===== src/rtl/dm_arbiter.sv =====
// Data-memory arbiter: fixed-priority single-cycle CPU port plus a req/ack DMA word port.
// Define DM_ARB_STARVE_EN to build the DMA starvation guard (wait counter + forced grant with CPU stall).
module dm_arbiter #(
  parameter int DM_BYTES     = 12288,
  parameter int STARVE_LIMIT = 8
) (
  input  logic        clk,
  input  logic        rst,
  input  logic        cpu_re,
  input  logic        cpu_we,
  input  logic [13:0] cpu_addr,
  input  logic [31:0] cpu_wdata,
  output logic [31:0] cpu_rdata,
  output logic        cpu_stall,
  input  logic        dma_req,
  input  logic        dma_we,
  input  logic [13:0] dma_addr,
  input  logic [31:0] dma_wdata,
  output logic        dma_ack,
  output logic [31:0] dma_rdata,
  output logic        dma_err,
  output logic [13:0] dm_addr,
  output logic [31:0] dm_din,
  output logic        dm_we,
  input  logic [31:0] dm_dout
);

  typedef enum logic {IDLE, ACK} state_t;

  localparam logic [14:0] DM_LIMIT = 15'(DM_BYTES);

  state_t      state, state_nxt;
  logic        cpu_act;
  logic        grant;
  logic        force_grant;
  logic        in_range;
  logic [13:0] dma_base;
  logic [14:0] dma_last;
  logic        unused_addr_lsb;

`ifdef DM_ARB_STARVE_EN
  localparam logic [7:0] LIMIT = 8'(STARVE_LIMIT);
  logic [7:0] wait_cnt, wait_cnt_nxt;
`else
  localparam int unused_starve_limit = STARVE_LIMIT;
`endif

  assign cpu_act         = cpu_re | cpu_we;
  assign dma_base        = {dma_addr[13:2], 2'b00};
  assign dma_last        = {1'b0, dma_base} + 15'd3;
  assign in_range        = dma_last < DM_LIMIT;
  assign unused_addr_lsb = ^dma_addr[1:0];

  always_comb begin
    state_nxt   = state;
    grant       = 1'b0;
    force_grant = 1'b0;
`ifdef DM_ARB_STARVE_EN
    wait_cnt_nxt = wait_cnt;
`endif
    case (state)
      IDLE: begin
        if (dma_req) begin
`ifdef DM_ARB_STARVE_EN
          force_grant = cpu_act && (wait_cnt == LIMIT);
`endif
          grant = !cpu_act || force_grant;
          if (grant) begin
            state_nxt = ACK;
`ifdef DM_ARB_STARVE_EN
            wait_cnt_nxt = 8'd0;
          end else if (wait_cnt != 8'hFF) begin
            wait_cnt_nxt = wait_cnt + 8'd1;
`endif
          end
        end else begin
`ifdef DM_ARB_STARVE_EN
          wait_cnt_nxt = 8'd0;
`endif
        end
      end
      // ACK cycle: memory belongs to the CPU, a held dma_req is deliberately ignored
      ACK:     state_nxt = IDLE;
      default: state_nxt = IDLE;
    endcase
  end

  // A forced grant replaces the CPU access, so its store is dropped here and replayed by the stalled CPU
  assign dm_addr   = grant ? dma_base  : cpu_addr;
  assign dm_din    = grant ? dma_wdata : cpu_wdata;
  assign dm_we     = !rst && (grant ? (dma_we && in_range) : cpu_we);
  assign cpu_stall = !rst && force_grant;
  assign cpu_rdata = dm_dout;
  assign dma_ack   = (state == ACK);

  always_ff @(posedge clk) begin
    if (rst) begin
      state     <= IDLE;
      dma_rdata <= 32'd0;
      dma_err   <= 1'b0;
`ifdef DM_ARB_STARVE_EN
      wait_cnt  <= 8'd0;
`endif
    end else begin
      state <= state_nxt;
`ifdef DM_ARB_STARVE_EN
      wait_cnt <= wait_cnt_nxt;
`endif
      if (grant) begin
        dma_rdata <= (dma_we || !in_range) ? 32'd0 : dm_dout;
        dma_err   <= !in_range;
      end
    end
  end

endmodule

===== config.mk =====
export PLATFORM = sky130hd
export DESIGN_NAME = dm_arbiter
export DESIGN_NICKNAME = d
export VERILOG_FILES = /design/src/rtl/dm_arbiter.sv
export SDC_FILE = /design/constraint.sdc
export NUM_CORES = 1
export LEC_CHECK = 0
export BUFFER_PORTS_ARGS = -buffer_cell sky130_fd_sc_hd__buf_2
export CORE_AREA = 2 2 94 96
export CTS_CLUSTER_DIAMETER = 200
export DETAILED_ROUTE_END_ITERATION = 12
export DIE_AREA = 0 0 96 98
export SYNTH_ARGS = -nofsm -noshare
export SYNTH_HDL_FRONTEND = slang
export SYNTH_SLANG_ARGS = --single-unit

===== constraint.sdc =====
create_clock -name clk -period 4.5 [get_ports clk]
set_input_delay 0.9 -clock clk [delete_from_list [all_inputs] [get_ports clk]]
set_output_delay 0.9 -clock clk [all_outputs]
set_load 0.1 [all_outputs]

==> impl_results.md <==
* Htree depth at 2
* Reg area at 680.7 sq um
* Critical path type: in2out
* Instance count on the critical path at 6
* Most frequent cells in the layout: buf_2, nand2_1, dfxtp_1
* Final Setup Violations at 0
* Rows at 34
* Syn Nets at around 460
* Inserted Clock Buffers at 5
* Share of layout cells above drive strength 1 at 0.4886
* Proportion of synthesized area in mux cells at 0
* Outcome: finished, final reports clean
* FMAX at just under 0.3 GHz
* Syn Inst Count at ~330
* Avg Vias per Cell at 4.277
* Pwr Density at roughly 360 mW/mm^2
* 1st-iter DRT viols at 57
* Max-slew violation count at 0
* Final core occ at 0.3773
* Worst Path Required at around 3.6 ns
* Number of global-route vias before repair at about 2,400
* WHS at ~0.45 ns
* GRT Total Usage at 0.1395
* Relative slew slack at 0.5564
* Main combinational cell family by area after synthesis: simple AND/OR/NAND/NOR gates
* Fin crit period at between 3 and 4 ns
* Area growth, synth to finish at 49.74%
* Hold Buf Count CTS at 0
* CP max stage delay at roughly 0.70 ns
* # nets final at between 600 and 700
* # clock sinks at 34
* Setup crit end kind: primary output
* Initial antenna violation count at 0
* FF+latch count, synth at 34
* Placed Cells at roughly 630
* 1st-pass router iterations at 4
* Fin Setup TNS at 0 ns
* Final std cells w/o fill at about 640
* Floorplan core area at 0.008466 sq mm
* Multi-input gate area at between 0.001 and 0.0015 sq mm
* Ys Warns at 0
* RSZ-0062 raised after global routing: no
* Initial Utilization at 0.2520
* Die height at 98 microns
* Crit-path max FO at 48
* Crit path launch type: input port
* Pwr Total at about 1.1 mW
* Simple-Gate Fraction of Synth Area at 0.3971
* R2R depth at 4
* I/O pins at approximately 240
* Worst setup margin at ~1.1 ns
* Synth Area in XOR/XNOR at 0
* CP Data Arrival Time at 2.51 ns
* Clock tree from TritonCTS: yes
* Die Area at ~0.0094 sq mm
* Post-CTS sizing at 0
* Gpl congestion at ~0.77
* Leak Pwr at around 1.8 nW
* Placement Setup Slack at about 1.1 ns
* Max cap viols at 0
* Yosys cell types at 15
* Complex-gate fraction of the synthesized area at 0.08270
* Per-cell routed wire length at between 10 and 15 microns
* Final worst-path cycle share at 0.7587
* Global route overflow at 0
* Synthesized area per cell at 6.426 sq um
* Ant. Diodes at 0
* Detail Route Antenna Nets at 0
* Placed Instance Area at a little over 0.003 sq mm
* WP buf/inv at 3
* CP Cell Sequence: buf_2, or4b_2, buf_4, nand2_1, nand2_1, buf_2
* Register area share after synthesis at 0.3191
* Post-CTS Setup Bufs at 0
* Final Hold Viols at 0
* Adder-Cell Fraction of Synth Area at 0
* First-pass GRT wire length at approximately 11,000 microns
* # port buffers at between 200 and 250
* Finished layout cell area at around 0.0032 sq mm
* Max Root-Sink Buffers at 2
* Synth Cell Area at between 0.002 and 0.0025 sq mm
* CP max stage cell: or4b_2
* CP top delay family: simple AND/OR/NAND/NOR gates
* Commonest non-fill, non-tap cell in the layout: buf_2
* Root buffer cell: clkbuf_8
* Hold WC Path Type: reg2reg
* Die X at about 96 microns
* Residual DRC at 0
* CTS clk-pin slew, worst paths at about 0.07 ns
* Clk_lat worst skew at approximately 0.28 ns
* Final HPWL DP at approximately 5600 microns
* Worst Skew at between 0.008 and 0.009 ns
* Slew @ Worst Pin at about 0.67 ns
* Vias after detailed routing at 2,720
* # fillers at 922
* Hold path depth at 2
* Max IR drop VDD at ~170 uV
* Largest net degree at the start of global routing at slightly below 50
* Total Routed Length at 7167 microns
## worst reg2reg max path, cell delays in order, from the launching register on
cell	delay, ns
dfxtp_1	0.34
or4b_2	0.65
buf_4	0.31
nand2_1	0.13
a21oi_1	0.07
## cell type report
class / count / share of cell area
tap: 108 / 0.04230
multi-input combinational: 241 / 0.3228
sequential: 34 / 0.2131
clock inverter: 3 / 0.01253
timing repair buffer: 245 / 0.3878
clock buffer: 5 / 0.02154
## registers in the layout, indices dropped and copies added, names as in the netlist
signal / cells
dma_rdata: 32
dma_err: 1
dma_ack: 1
## where the power goes
group / internal (mW) / switching [mW]
registers: 0.306 / 0.00238
logic: 0.0947 / 0.470
clock network: 0.163 / 0.108
total: 0.563 / 0.581
## metal layers
| metal | vias up | GRT usage | wire length [microns] |
|---|---|---|---|
| li1 | 1402 | - | - |
| met5 | - | 0 | 0 |
| met3 | 8 | 0.03781 | 553 |
| met4 | 0 | 0.03187 | 72 |
| met2 | 119 | 0.2618 | 3737 |
| met1 | 1191 | 0.1519 | 2804 |
## synthesized netlist by cell type (all sizes together)
cell type,instances,area [sq um]
nand2,166,623.1
buf,43,322.8
a21oi,34,170.2
dfxtp,34,680.7
nand3,33,165.2
clkbuf,14,102.6
and2,2,17.52
nor2,2,7.510
a31oi,1,6.260
conb,1,3.750
nor4b,1,23.77
or4b,1,10.01
## kinds of logic after synthesis
group | Yosys count
other | 1
AND/OR/NAND/NOR | 205
buffers and inverters | 57
flip-flops | 34
AO/OA/AOI/OAI | 35
## path summary, 6_finish.rpt
| check | from | endpoint | slack, ns |
|---|---|---|---|
| setup / recovery | cpu_re | dm_din[27] | 1.09 |
| hold / removal | dma_rdata[16]$_SDFFE_PP0P_ | dma_rdata[16]$_SDFFE_PP0P_ | 0.45 |
| hold reg to reg | dma_rdata[16]$_SDFFE_PP0P_ | dma_rdata[16]$_SDFFE_PP0P_ | 0.45 |
| setup reg to reg | dma_ack$_SDFF_PP0_ | dma_rdata[13]$_SDFFE_PP0P_ | 2.85 |
Note: power is estimated with default switching activity, not from simulation.
